<file path="src/rtl/vga_sync_gen.sv">
// Raster timing generator for a 640x480@60 display (one pixel per clk).
// The counters pix_x/pix_y walk the full raster, including blanking.
// Every output is a flop: the decodes are computed from the next counter
// values and registered, so they stay aligned with the counters and the
// sync lines are free of glitches.
module vga_sync_gen #(
  parameter int H_ACTIVE    = 640,
  parameter int H_FP        = 16,
  parameter int H_SYNC      = 96,
  parameter int H_BP        = 48,
  parameter int V_ACTIVE    = 480,
  parameter int V_FP        = 10,
  parameter int V_SYNC      = 2,
  parameter int V_BP        = 33,
  parameter int SYNC_ACTIVE = 0
) (
  input  logic       clk,
  input  logic       reset,
  output logic [9:0] pix_x,
  output logic [9:0] pix_y,
  output logic       display_on,
  output logic       hsync,
  output logic       vsync,
  output logic       line_start,
  output logic       frame_start,
  output logic [7:0] frame_count
);

  // Both totals must fit the 10-bit counters (<= 1024).
  localparam int H_TOTAL = H_ACTIVE + H_FP + H_SYNC + H_BP;
  localparam int V_TOTAL = V_ACTIVE + V_FP + V_SYNC + V_BP;

  // 11-bit boundaries so a total of exactly 1024 still compares correctly.
  localparam logic [10:0] H_LAST       = 11'(H_TOTAL - 1);
  localparam logic [10:0] V_LAST       = 11'(V_TOTAL - 1);
  localparam logic [10:0] H_ACT_END    = 11'(H_ACTIVE);
  localparam logic [10:0] V_ACT_END    = 11'(V_ACTIVE);
  localparam logic [10:0] H_SYNC_START = 11'(H_ACTIVE + H_FP);
  localparam logic [10:0] H_SYNC_END   = 11'(H_ACTIVE + H_FP + H_SYNC);
  localparam logic [10:0] V_SYNC_START = 11'(V_ACTIVE + V_FP);
  localparam logic [10:0] V_SYNC_END   = 11'(V_ACTIVE + V_FP + V_SYNC);

  localparam logic SYNC_ON  = 1'(SYNC_ACTIVE);
  localparam logic SYNC_OFF = ~SYNC_ON;

  logic       x_wrap;
  logic       y_wrap;
  logic [9:0] x_next;
  logic [9:0] y_next;

  // Half-open range test [lo, hi) on a counter value.
  function automatic logic in_range(input logic [9:0] v,
                                    input logic [10:0] lo,
                                    input logic [10:0] hi);
    return ({1'b0, v} >= lo) && ({1'b0, v} < hi);
  endfunction

  // Next raster position: x wraps at end of line, y steps only on x wrap.
  always_comb begin
    x_wrap = ({1'b0, pix_x} == H_LAST);
    y_wrap = ({1'b0, pix_y} == V_LAST);
    x_next = x_wrap ? 10'd0 : pix_x + 10'd1;
    y_next = pix_y;
    if (x_wrap) begin
      y_next = y_wrap ? 10'd0 : pix_y + 10'd1;
    end
  end

  // Counters plus registered decodes of the position being entered.
  always_ff @(posedge clk) begin
    if (reset) begin
      pix_x       <= 10'd0;
      pix_y       <= 10'd0;
      frame_count <= 8'd0;
      display_on  <= 1'b1;
      hsync       <= SYNC_OFF;
      vsync       <= SYNC_OFF;
      line_start  <= 1'b1;
      frame_start <= 1'b1;
    end else begin
      pix_x <= x_next;
      pix_y <= y_next;
      if (x_wrap && y_wrap) begin
        frame_count <= frame_count + 8'd1;
      end
      display_on  <= in_range(x_next, 11'd0, H_ACT_END) &&
                     in_range(y_next, 11'd0, V_ACT_END);
      hsync       <= in_range(x_next, H_SYNC_START, H_SYNC_END) ? SYNC_ON : SYNC_OFF;
      vsync       <= in_range(y_next, V_SYNC_START, V_SYNC_END) ? SYNC_ON : SYNC_OFF;
      line_start  <= (x_next == 10'd0);
      frame_start <= (x_next == 10'd0) && (y_next == 10'd0);
    end
  end

endmodule
</file>
<file path="config.mk">
export PLATFORM = sky130hd
export DESIGN_NAME = vga_sync_gen
export DESIGN_NICKNAME = d
export VERILOG_FILES = /design/src/rtl/vga_sync_gen.sv
export SDC_FILE = /design/constraint.sdc
export NUM_CORES = 1
export LEC_CHECK = 0
export CAP_MARGIN = 20
export CORE_MARGIN = 3
export CORE_UTILIZATION = 45
export DETAILED_ROUTE_END_ITERATION = 7
export GPL_ROUTABILITY_DRIVEN = 0
export PLACE_DENSITY_LB_ADDON = 0.15
export SYNTH_ARGS = -nofsm -noshare
export SYNTH_HDL_FRONTEND = slang
export SYNTH_SLANG_ARGS = --single-unit
</file>
<file path="constraint.sdc">
create_clock -name clk -period 5.65 [get_ports clk]
set_input_delay 1.13 -clock clk [delete_from_list [all_inputs] [get_ports clk]]
set_output_delay 1.13 -clock clk [all_outputs]
set_load 0.005 [all_outputs]
</file>
==> impl_metrics.yaml, run 1 <==
outcome:
  status: "completed"
synthesis:
  synthMuxAreaShare_pct: 0.5277
  synthTopCellsByArea: "dfxtp_1, xnor2_1, nor2_1, nand2_1, nand3_1"
  ys_seq_area_share_pct: 34.83
  synth_adder_area_share_pct: 2.639
  synth_compound_area_share_pct: 14.71
  yosys.area.top_type: "dfxtp_1"
  synth_top_cell_area_share_pct: 34.83
  syn_area_um2: 1897
  avgSynthCellArea_um2: 8.430
  synth_top_family_by_area: "simple AND/OR/NAND/NOR gates"
  synthDistinctLibCells: 53
  yosys.area_share.simple_pct: 32.59
  synth-xor-area-share_pct: 7.850
  synth_nets: 231
  synth_edf_count: 0
  synth-seq-cells: 33
  async_flop_share_pct: 0
  synth-warning-count: 0
  synth_flop_cell: "dfxtp_1"
  syn_inst: 225
final_layout:
  n_fill_cell: 381
  drive_gt1_share_pct: 8.333
  final_core_utilization_pct: 59.06
  synthToLayoutAreaGrowth_pct: 19.99
  fin_cells: 300
  num_antenna_cells: 0
  num-nets-final: 257
critical_path:
  start_kind: "flop"
  cp_max_fo: 16
  critical_path_class: "flop to flop"
  worstPathArrival_ns: 2.80
  required_ns: 5.79
  end_kind: "flop"
routing:
  drt-total-wl_um: 4116
  drc: 0
  num_vias: 1685
  via_per_inst: 5.617
  antenna_left: 0
  drtPass1Iterations: 4
  wire_per_inst_um: 13.72
  drt_iter0_drc: 132
power:
  ir_drop_v: 0.0001756
  p_total_w: 0.0004230
  p_per_area_nw_per_um2: 185.8
  p_leak_nw: 0.7820
clock_network:
  cts_buffers: 5
  ctsResizeCount: 0
  clockRootBuffer: "clkbuf_8"
  cts_buffer_depth: 2
  cts_num_sinks: 33
  post_cts_buffers: 0
  cts.clk_slew.worst_paths_ns: 0.07
  tritoncts: "yes"
  htree_levels: 2
  clock_latency_ns: 0.29
  holdBufCountCts: 0
sta:
  min_period_ns: 2.663
  max_slew_margin_pct: 49.65
  fin_crit_sh_pct: 47.13
  skew_ns: 0.01108
  tightest_slew_ns: 0.7496
  final.setup.tns_ns: 0
  setup-violations-final: 0
  fmax_mhz: 375.6
  rsz0062_at_grt: "no"
  whs_ns: 0.5295
  hold_viol: 0
  maxSlewViolCount: 0
die:
  start_util_pct: 49.22
  row_count: 22
  die_area_um2: 5030
  die_w_um: 70.93
  core_um2: 3854
  ios: 35
  die_h_um: 70.93
min_path:
  min_path_type: "flop to flop"
grt:
  antenna_found_initial: 0
  grt_pass1_wl_um: 7327
  grt_usage_pct: 17.61
  grt-ovfl-total: 0
  grt_pass1_vias: 1542
  grt_max_degree: 32
placement:
  dpl.hpwl_um: 2837
  numPortBuffers: 34
  dp.cells: 292
run:
  cap_violations: 0
[cell type report]
| cell class | count | area (um^2) | share of cell area (%) |
|---|---|---|---|
| clock inverter | 2 | 10.01 | 0.4398 |
| clock buffer | 6 | 72.57 | 3.189 |
| sequential | 33 | 660.6 | 29.03 |
| tap | 48 | 60.06 | 2.639 |
| inverter | 5 | 18.77 | 0.8246 |
| timing repair buffer | 35 | 347.8 | 15.28 |
| multi-input combinational | 171 | 1106 | 48.60 |
[power by group]
part	internal (W)	leakage [nW]	switching (W)
Combinational	0.00000801	0.470	0.00000682
Sequential	0.000235	0.267	0.00000371
Clock	0.0000852	0.0450	0.0000840
Total	0.000328	0.782	0.0000945
[state kept, by name, indices dropped and copies added (netlist names)]
signal / flops
pix_x: 10
pix_y: 10
frame_count: 8
display_on: 1
frame_start: 1
hsync: 1
line_start: 1
vsync: 1
[path summary, 6_finish.rpt]
path	end	startpoint	slack (ns)	cells after the start
worst min-delay path	frame_count[4]	frame_count[4]	0.53	2
worst max register to register	display_on	pix_x[0]	2.99	7
worst min register to register	frame_count[4]	frame_count[4]	0.53	2
worst max-delay path	display_on	pix_x[0]	2.99	7
[routing by layer]
layer | wire length, um | track usage [%] | vias up
li1 | - | - | 862
met1 | 2042 | 24.68 | 774
met2 | 1834 | 25.64 | 45
met3 | 207 | 6.250 | 4
met4 | 32 | 4.593 | 0
met5 | 0 | 0 | -
[synthesized netlist by cell type (all sizes together) (2+ instances only)]
cell	n
ha	4
a22oi	2
buf	8
nor2	27
a31oi	2
and3	6
or3	2
xor2	5
inv	5
a21oi	12
nand2	19
nand4	7
nor4	3
nand3	13
a311oi	2
or4	3
clkbuf	8
o41ai	2
dfxtp	33
xnor2	12
nand3b	5
a211oi	4
a21o	2
nor3	12
and4	3
o31ai	2
o21ai	9
[per-stage QoR]
stage	cell area, um^2	setup WS, ns
final	2276	2.987
after global placement	2193	3.067
after detailed placement	2193	3.011
after global routing	2276	2.676
after CTS	2276	2.975
after floorplan	1897	3.504
[placed cells by master (no fill, tap or decap), types with 2 or more instances in the layout]
| master | synthesis | final |
|---|---|---|
| o31ai_1 | 2 | 2 |
| nor3_1 | 12 | 12 |
| nor4_4 | 2 | 2 |
| or3_1 | 2 | 2 |
| nor2_1 | 27 | 27 |
| nand2_1 | 19 | 19 |
| ha_1 | 4 | 4 |
| xnor2_1 | 12 | 12 |
| nand3b_1 | 4 | 4 |
| a31oi_1 | 2 | 2 |
| inv_1 | 5 | 5 |
| clkinv_2 | 0 | 2 |
| nand4_1 | 6 | 6 |
| a22oi_1 | 2 | 2 |
| clkbuf_8 | 2 | 5 |
| nand3_1 | 13 | 13 |
| a311oi_1 | 2 | 2 |
| o21ai_0 | 8 | 8 |
| or4_1 | 2 | 2 |
| dfxtp_1 | 33 | 33 |
| and4_1 | 2 | 2 |
| o41ai_1 | 2 | 2 |
| clkdlybuf4s50_1 | 0 | 34 |
| and3_2 | 2 | 2 |
| a21oi_1 | 11 | 11 |
| and3_1 | 4 | 4 |
| a211oi_1 | 4 | 4 |
| xor2_1 | 5 | 5 |
[kinds of logic after synthesis]
family | after synthesis
AND/OR/NAND/NOR | 107
AO/OA/AOI/OAI | 42
flip-flops | 33
buffers and inverters | 21
XOR/XNOR | 17
adder cells (fa/ha/maj) | 4
multiplexers | 1
[critical path: stages (launching register included)]
cell	delay, ns
dfxtp_1	0.44
ha_1	0.35
nand4_4	0.20
nor4_4	0.61
nand4_1	0.23
xor2_1	0.20
nor4b_1	0.39
a22oi_1	0.11
(Power assumes the default switching activity.)
==> run 2: changes to the inputs <==
- clock period: 5.65 -> 2.6 ns (I/O delays scaled with it)
==> run 2 against run 1 <==
Final area rose by 2.8%. Setup slack worse by 2.6 ns. Non-clock buffer count up 6. Maximum frequency increased by 20%. Sequential cell count unchanged. Utilization is 1.7 points higher. Via count rose by 1.2%. Worst hold slack got worse by 0.0062 ns. Power rose by 130%. Register-to-register slack got worse by 2.6 ns. First-iteration DRC count down 24%. Critical path type unchanged. Largest power group unchanged.
==> impl_metrics.yaml, run 2 (synthesis gave the netlist of run 1 again) <==
grt:
  grt-ovfl-total: 0
  antenna_found_initial: 0
  grt_pass1_vias: 1525
  grt_pass1_wl_um: 7065
  grt_usage_pct: 17.28
  grt_max_degree: 21
placement:
  dpl.hpwl_um: 2844
  dp.cells: 298
  placed_cell_area_um2: 2238
  numPortBuffers: 34
routing:
  antenna_left: 0
  wire_per_inst_um: 13.29
  drt-total-wl_um: 4068
  via_per_inst: 5.572
  drt_iter0_drc: 100
  drc: 0
  drtPass1Iterations: 4
  num_vias: 1705
critical_path:
  cpLargestDelayFamily: "compound AO/OA/AOI/OAI gates"
  cp_max_fo: 11
  crit_chain: "ha_1 -> nand4_4 -> nor4_4 -> buf_4 -> a211oi_1 -> a311oi_1 -> nor3_1 -> a41o_1"
  start_kind: "flop"
  critical_path_class: "flop to flop"
  worstPathArrival_ns: 2.39
  path_buf_inv: 1
  end_kind: "flop"
  cp_slowest_cell: "dfxtp_1"
  required_ns: 2.77
  max_stage_delay_ns: 0.45
min_path:
  min_path_type: "flop to flop"
power:
  power_frac_comb_pct: 4.0
  internal_power_w: 0.0007709
  p_sw_w: 0.0002088
  power_frac_clock_pct: 43.2
  p_total_w: 0.0009796
  p_leak_nw: 0.8232
  ir_drop_v: 0.0002950
  seq_power_share_pct: 52.8
  p_per_area_nw_per_um2: 418.7
  p_sw_share_pct: 21.31
sta:
  max_slew_margin_pct: 65.14
  rsz0062_at_grt: "no"
  maxSlewViolCount: 0
  fin_crit_sh_pct: 85.33
  fmax_mhz: 450.7
  min_period_ns: 2.219
  hold_viol: 0
  tightest_slew_ns: 0.5222
  setup-violations-final: 0
  skew_ns: 0.006629
  final.setup.tns_ns: 0
die:
  core_um2: 3854
  start_util_pct: 49.22
  die_h_um: 70.93
  die_area_um2: 5030
  die_w_um: 70.93
  row_count: 22
  ios: 35
clock_network:
  cts_buffers: 5
  clock_latency_ns: 0.28
  post_cts_buffers: 0
  cts_num_sinks: 33
  tritoncts: "yes"
  ctsResizeCount: 0
  htree_levels: 2
  cts.clk_slew.worst_paths_ns: 0.07
  clockRootBuffer: "clkbuf_8"
  holdBufCountCts: 0
  cts_buffer_depth: 2
final_layout:
  fin_cells: 306
  drive_gt1_share_pct: 10.85
  synthToLayoutAreaGrowth_pct: 23.35
  num_antenna_cells: 0
  final_cell_mix: "clkdlybuf4s50_1, dfxtp_1, nor2_1"
  largest_registers: "pix_x (10), pix_y (10), frame_count (8)"
  num-nets-final: 263
  final_core_utilization_pct: 60.71
  n_fill_cell: 349
  finalInstanceArea_um2: 2340
  final_common_cell: "clkdlybuf4s50_1"
run:
  cap_violations: 0
outcome:
  status: "completed"
run 2: per-stage QoR:
stage	hold slack, ns	setup slack, ns
6_report	0.5233	0.3815
5_1_grt	0.5597	0.1677
4_1_cts	0.5253	0.3762
3_5_place_dp	0.5062	0.4103
3_3_place_gp	0.5044	0.4407
2_1_floorplan	0.4917	0.4540
run 2: layer usage:
| metal | GRT usage, % | vias to the layer above | part of all wire [%] |
|---|---|---|---|
| met5 | 0 | - | 0 |
| met3 | 4.688 | 5 | 4.3 |
| met2 | 23.79 | 49 | 42 |
| li1 | - | 885 | - |
| met4 | 5.219 | 0 | 1.2 |
| met1 | 26.00 | 766 | 52 |
run 2: final cells by class:
class / instances / area (um^2) / share of cell area (%)
clock buffers: 7 / 96.34 / 4.118
well taps: 48 / 60.06 / 2.567
clock inverters: 1 / 5.005 / 0.2139
inverters: 5 / 18.77 / 0.8021
repair buffers: 41 / 392.9 / 16.79
flip-flops and latches: 33 / 660.6 / 28.24
multi-input cells: 171 / 1106 / 47.27
run 2: power by group through the flow:
| stage | registers [W] | clock network, W | logic (W) |
|---|---|---|---|
| 3_5_place_dp | 0.000529 | 0 | 0.0000386 |
| 4_1_cts | 0.000517 | 0.000434 | 0.0000392 |
| 5_1_grt | 0.000518 | 0.000458 | 0.0000427 |
| 2_1_floorplan | 0.000528 | 0 | 0.0000202 |
| 3_3_place_gp | 0.000528 | 0 | 0.0000400 |
| 6_report | 0.000517 | 0.000423 | 0.0000393 |
run 2: path summary, 6_finish.rpt:
path,start,endpoint,slack (ns),cells after the start
setup / recovery,pix_x[0],frame_start,0.38,8
hold / removal,frame_count[4],frame_count[4],0.52,2
hold reg to reg,frame_count[4],frame_count[4],0.52,2
setup reg to reg,pix_x[0],frame_start,0.38,8
run 2: worst min-delay path, cell delays in order, from the launching register on:
cell	delay, ns
dfxtp_1	0.34
o21ai_0	0.08
a21oi_1	0.06
==> variant 1, RTL diff (flow settings as in run 2) <==
Set the parameter `SYNC_ACTIVE` to 1 (it was 0).
--- a/src/rtl/vga_sync_gen.sv
+++ b/src/rtl/vga_sync_gen.sv
@@ -13,5 +13,5 @@
   parameter int V_SYNC      = 2,
   parameter int V_BP        = 33,
-  parameter int SYNC_ACTIVE = 0
+  parameter int SYNC_ACTIVE = 1
 ) (
   input  logic       clk,
Formal check against the unedited RTL: not equivalent (a bounded check fails within 4 cycles, from zero or initial values and one cycle with reset high).
==> variant 1 against run 2 <==
Power fell by 1.3%; area after synthesis fell by 7.1%; critical path depth fell by 1; sequential cell count did not move; routed wire length fell by 1.2%; highest routed layer unchanged; largest power group unchanged; final area fell by 2.0%; sequential share of layout area rose by 0.57 points; sequential power barely moved; setup slack got worse by 200 ps.
==> variant 1: results (changes against run 2) <==
stage	metric	value	unit	change
worst_setup_path	critPathArrivalTime	2610	ps	was 2390 ps
layout	layout.cells.non_filler	298		was 306
yosys	yosysSeqAreaShare	37.5	%	was 34.8%
yosys	synth_compound_area_share	11.8	%	was 14.7%
timing	worst_pin_slew	506	ps	was 522 ps
yosys	synthTopCellsByCount	33 x dfxtp_1, 27 x nor2_1, 13 x xnor2_1		was 33 x dfxtp_1, 27 x nor2_1, 19 x nand2_1
global_routing	grt_pass1_vias	1508		was 1525
yosys	synth.distinct_cells	43		was 53
power	p_leak	0.839	nW	was 0.823 nW
detailed_routing	vias	1634		was 1705
worst_setup_path	crit_slowest_cell	or4_4		was dfxtp_1
yosys	synth_xor_area_share	10.9	%	was 7.85%
place	dp_cells	290		was 298
worst_setup_path	cpPeakStageDelay	520	ps	was 450 ps
timing	skew	2.30	ps	was 6.63 ps
global_routing	grt_usage	19.6	%	was 17.3%
worst_setup_path	critPathMaxFanout	9		was 11
yosys	synth_nets	215		was 231
layout	drive_gt1_share	11.6	%	was 10.9%
detailed_routing	wl_per_cell	13.5	um	was 13.3 um
cts	clk_pin_slew	60	ps	
layout	fin_nets	255		was 263
global_routing	grt_max_degree	31		was 21
status	outcome	complete, no violations		unchanged
place	dpl.hpwl	2950	um	was 2840 um
cts	clk_root_buffer_cell	clkbuf_8		unchanged
yosys	yosys.area_share.adder	2.84	%	was 2.64%
yosys	synthTopCellsByArea	dfxtp_1 38%, xnor2_1 6.5%, nor2_1 5.8%		was dfxtp_1 35%, xnor2_1 5.5%, nor2_1 5.3%
yosys	ys_warn_count	0		unchanged
yosys	muxShareOfSynthArea	1.14	%	was 0.528%
==> variant 1: changes by cell type after synthesis, moves of 4 or more <==
cell / before / now
nor4_1: 1 / 5
a21oi_1: 11 / 7
nor3b_1: 0 / 4
o21ai_0: 8 / 1
nand3_1: 13 / 8
nor2b_1: 1 / 7
xor2_1: 5 / 9
nand2_1: 19 / 12
==> variant 1: critical path, delay by kind of cell, from the launching register on <==
family,cells,cell delay (ps)
adder cells (fa/ha/maj),1,270
AND/OR/NAND/NOR,5,1520
AO/OA/AOI/OAI,1,160
flip-flops,1,390
==> variant 1: through the flow <==
step | worst slack [ps] | hold slack (ps) | area, sq um | power, mW
detailed placement | 134 | 497 | 2190 | 0.562
floorplan | 169 | 501 | 1760 | 0.544
global route | 41.8 | 536 | 2290 | 1.01
global placement | 223 | 484 | 2190 | 0.562
finish | 180 | 507 | 2290 | 0.967
CTS | 123 | 506 | 2290 | 0.978
==> variant 1: kinds of logic after synthesis <==
kind of cell | Yosys count
buffers and inverters | 19
DFF | 33
xor gates and xnor gates | 22
and+or+nand+nor | 99
muxes | 2
AOI/OAI and AO/OA | 30
adders and majority gates | 4
==> variant 1: cell type report <==
type	instances	area (sq um)
Timing Repair Buffer	46	430
Inverter	6	22.5
Tap cell	48	60.1
Multi-Input combinational cell	157	1020
Clock buffer	7	96.3
Sequential cell	33	661
Clock inverter	1	5.00
Fill cell	341	1420
==> variant 1: routing by layer <==
metal / GRT usage [%] / wire length (um) / vias to the layer above
li1: - / - / 826
met1: 25.6 / 1960 / 744
met2: 28.6 / 1760 / 53
met3: 6.32 / 227 / 11
met4: 10.2 / 74 / 0
met5: 0 / 0 / -
==> variant 1: where the power goes <==
group          switching (mW)  leakage [nW]  internal, mW
Clock                   0.177        0.0542         0.239
Sequential            0.00462         0.267         0.511
Combinational          0.0161         0.518        0.0190
==> variant 1: path summary, 6_finish.rpt <==
| check | endpoint | from | slack, ps | cells after the start |
|---|---|---|---|---|
| max | vsync$_SDFF_PP0_ | pix_x[0]$_SDFF_PP0_ | 180 | 7 |
| min | pix_x[0]$_SDFF_PP0_ | pix_x[0]$_SDFF_PP0_ | 510 | 1 |
| max reg2reg | vsync$_SDFF_PP0_ | pix_x[0]$_SDFF_PP0_ | 180 | 7 |
| min reg2reg | pix_x[0]$_SDFF_PP0_ | pix_x[0]$_SDFF_PP0_ | 510 | 1 |
==> variant 1: timing repair <==
| action | CTS | global route |
|---|---|---|
| endpoints found under the setup margin | 0 | 1 |
| resized for setup | 0 | 1 |
| setup buffers | 0 | 0 |
==> variant 2, RTL diff (settings of run 2) <==
Made on the original files. Take the reset off `pix_x` and `pix_y` and load them in a clocked block of their own.
--- a/src/rtl/vga_sync_gen.sv
+++ b/src/rtl/vga_sync_gen.sv
@@ -70,6 +70,4 @@
   always_ff @(posedge clk) begin
     if (reset) begin
-      pix_x       <= 10'd0;
-      pix_y       <= 10'd0;
       frame_count <= 8'd0;
       display_on  <= 1'b1;
@@ -79,6 +77,4 @@
       frame_start <= 1'b1;
     end else begin
-      pix_x <= x_next;
-      pix_y <= y_next;
       if (x_wrap && y_wrap) begin
         frame_count <= frame_count + 8'd1;
@@ -93,3 +89,8 @@
   end
 
+  always_ff @(posedge clk) begin
+    pix_x <= x_next;
+    pix_y <= y_next;
+  end
+
 endmodule
Behaviour: not the same (a bounded check fails within 4 cycles, from zero or initial values and one cycle with reset high).
==> variant 2 against run 2 <==
Final area decreased by 5.1%; global-route usage increased by 1.6 points; setup slack got worse by 170 ps; clock skew decreased by 2.0 ps; die area decreased by 9.1%; area after synthesis decreased by 10%; routed wire length decreased by 1.4%; sequential cell count unchanged; via count decreased by 9.9%; synthesized cell count decreased by 13%; sequential share of layout area increased by 1.5 points; worst hold slack got worse by 27 ps; critical path depth decreased by 2; critical path type unchanged.
Power is not compared: it rests on default switching activity, and its combinational part moved more than twofold at a synthesized area within 25%.
==> variant 2: results (changes against run 2) <==
stage	metric	value	unit	change
yosys	synthTopCellsByArea	dfxtp_1 39%, xnor2_1 7.2%, nand2_1 4.4%		was dfxtp_1 35%, xnor2_1 5.5%, nor2_1 5.3%
layout	drive_gt1_share	10.8	%	was 10.9%
global_routing	grt_usage	18.9	%	was 17.3%
detailed_routing	drt-met1-wl	1870	um	was 2120 um
worst_setup_path	crit_slowest_cell	or4_4		was dfxtp_1
detailed_routing	routed_wl	4010	um	was 4070 um
layout	fillers	309		was 349
global_routing	grt_max_degree	12		was 21
place	dpl.hpwl	2970	um	was 2840 um
status	outcome	complete, no violations		unchanged
detailed_routing	met3_length	176	um	was 175 um
detailed_routing	vias	1537		was 1705
timing	skew	4.63	ps	was 6.63 ps
yosys	synth.distinct_cells	49		was 53
worst_setup_path	reg2regPathDepth	6		was 8
worst_setup_path	critPathArrivalTime	2550	ps	was 2390 ps
hold_path	hold_path_depth	1		was 2
worst_setup_path	critPathMaxFanout	8		was 11
detailed_routing	drt_iter0_drc	110		was 100
worst_setup_path	worst_path_dominant_cell_family	simple AND/OR/NAND/NOR gates		was compound AO/OA/AOI/OAI gates
detailed_routing	wl_met2	1870	um	was 1730 um
yosys	synth_nets	202		was 231
yosys	synthTopCellsByCount	33 x dfxtp_1, 20 x nand2_1, 20 x nor2_1		was 33 x dfxtp_1, 27 x nor2_1, 19 x nand2_1
worst_setup_path	cpPeakStageDelay	590	ps	was 450 ps
global_routing	grt_pass1_vias	1407		was 1525
variant 2: metrics by stage:
| step | setup slack, ps | total power [mW] | cells | instance area (sq um) | util [%] |
|---|---|---|---|---|---|
| 2_1_floorplan | 381 | 0.520 | 196 | 1710 | - |
| 3_3_place_gp | 325 | 0.523 | 274 | 2110 | 60.3 |
| 4_1_cts | 194 | 0.894 | 282 | 2190 | 62.7 |
| 6_report | 211 | 0.882 | 286 | 2220 | 63.6 |
| 3_5_place_dp | 209 | 0.523 | 274 | 2110 | 60.3 |
| 5_1_grt | 41.9 | 0.913 | 286 | 2220 | 63.6 |
variant 2: what timing repair did:
action                                  4_1_cts  5_1_grt
resized for setup                             0        1
endpoints found under the setup margin        0        1
setup buffers                                 0        4
variant 2: path summary, 6_finish.rpt:
check	start	endpoint	slack, ps
min	pix_x[0]$_DFF_P_	pix_x[0]$_DFF_P_	500
min reg2reg	pix_x[0]$_DFF_P_	pix_x[0]$_DFF_P_	500
max	pix_y[7]$_DFF_P_	frame_start$_SDFF_PP1_	210
max reg2reg	pix_y[7]$_DFF_P_	frame_start$_SDFF_PP1_	210
variant 2: power groups by stage:
stage	clock network, mW	logic, mW	registers [mW]
4_1_cts	0.383	0.00618	0.505
5_1_grt	0.402	0.00652	0.505
2_1_floorplan	0	0.00276	0.517
3_5_place_dp	0	0.00615	0.517
6_report	0.370	0.00614	0.505
3_3_place_gp	0	0.00593	0.517
variant 2: routing by layer:
metal | up-vias | global-route usage [%]
li1 | 780 | -
met1 | 700 | 24.9
met2 | 47 | 28.4
met3 | 10 | 4.33
met4 | 0 | 10.1
met5 | - | 0
variant 2: logic make-up (layout without fill, tap and decap cells):
kind of cell,after synthesis,count (layout),share of synthesized area (%)
AND/OR/NAND/NOR,90,90,29.9
flip-flops,33,33,38.7
AO/OA/AOI/OAI,28,28,11.1
XOR/XNOR,21,21,10.8
buffers and inverters,16,60,4.10
adder cells (fa/ha/maj),4,4,2.93
multiplexers,4,4,2.49
variant 2: area by class of cell:
cell class	instances	area, sq um	share of cell area [%]
inverter	9	33.8	1.52
clock inverter	2	10.0	0.451
tap	46	57.6	2.59
sequential	33	661	29.7
timing repair buffer	43	408	18.4
clock buffer	6	72.6	3.27
multi-input combinational	147	978	44.1
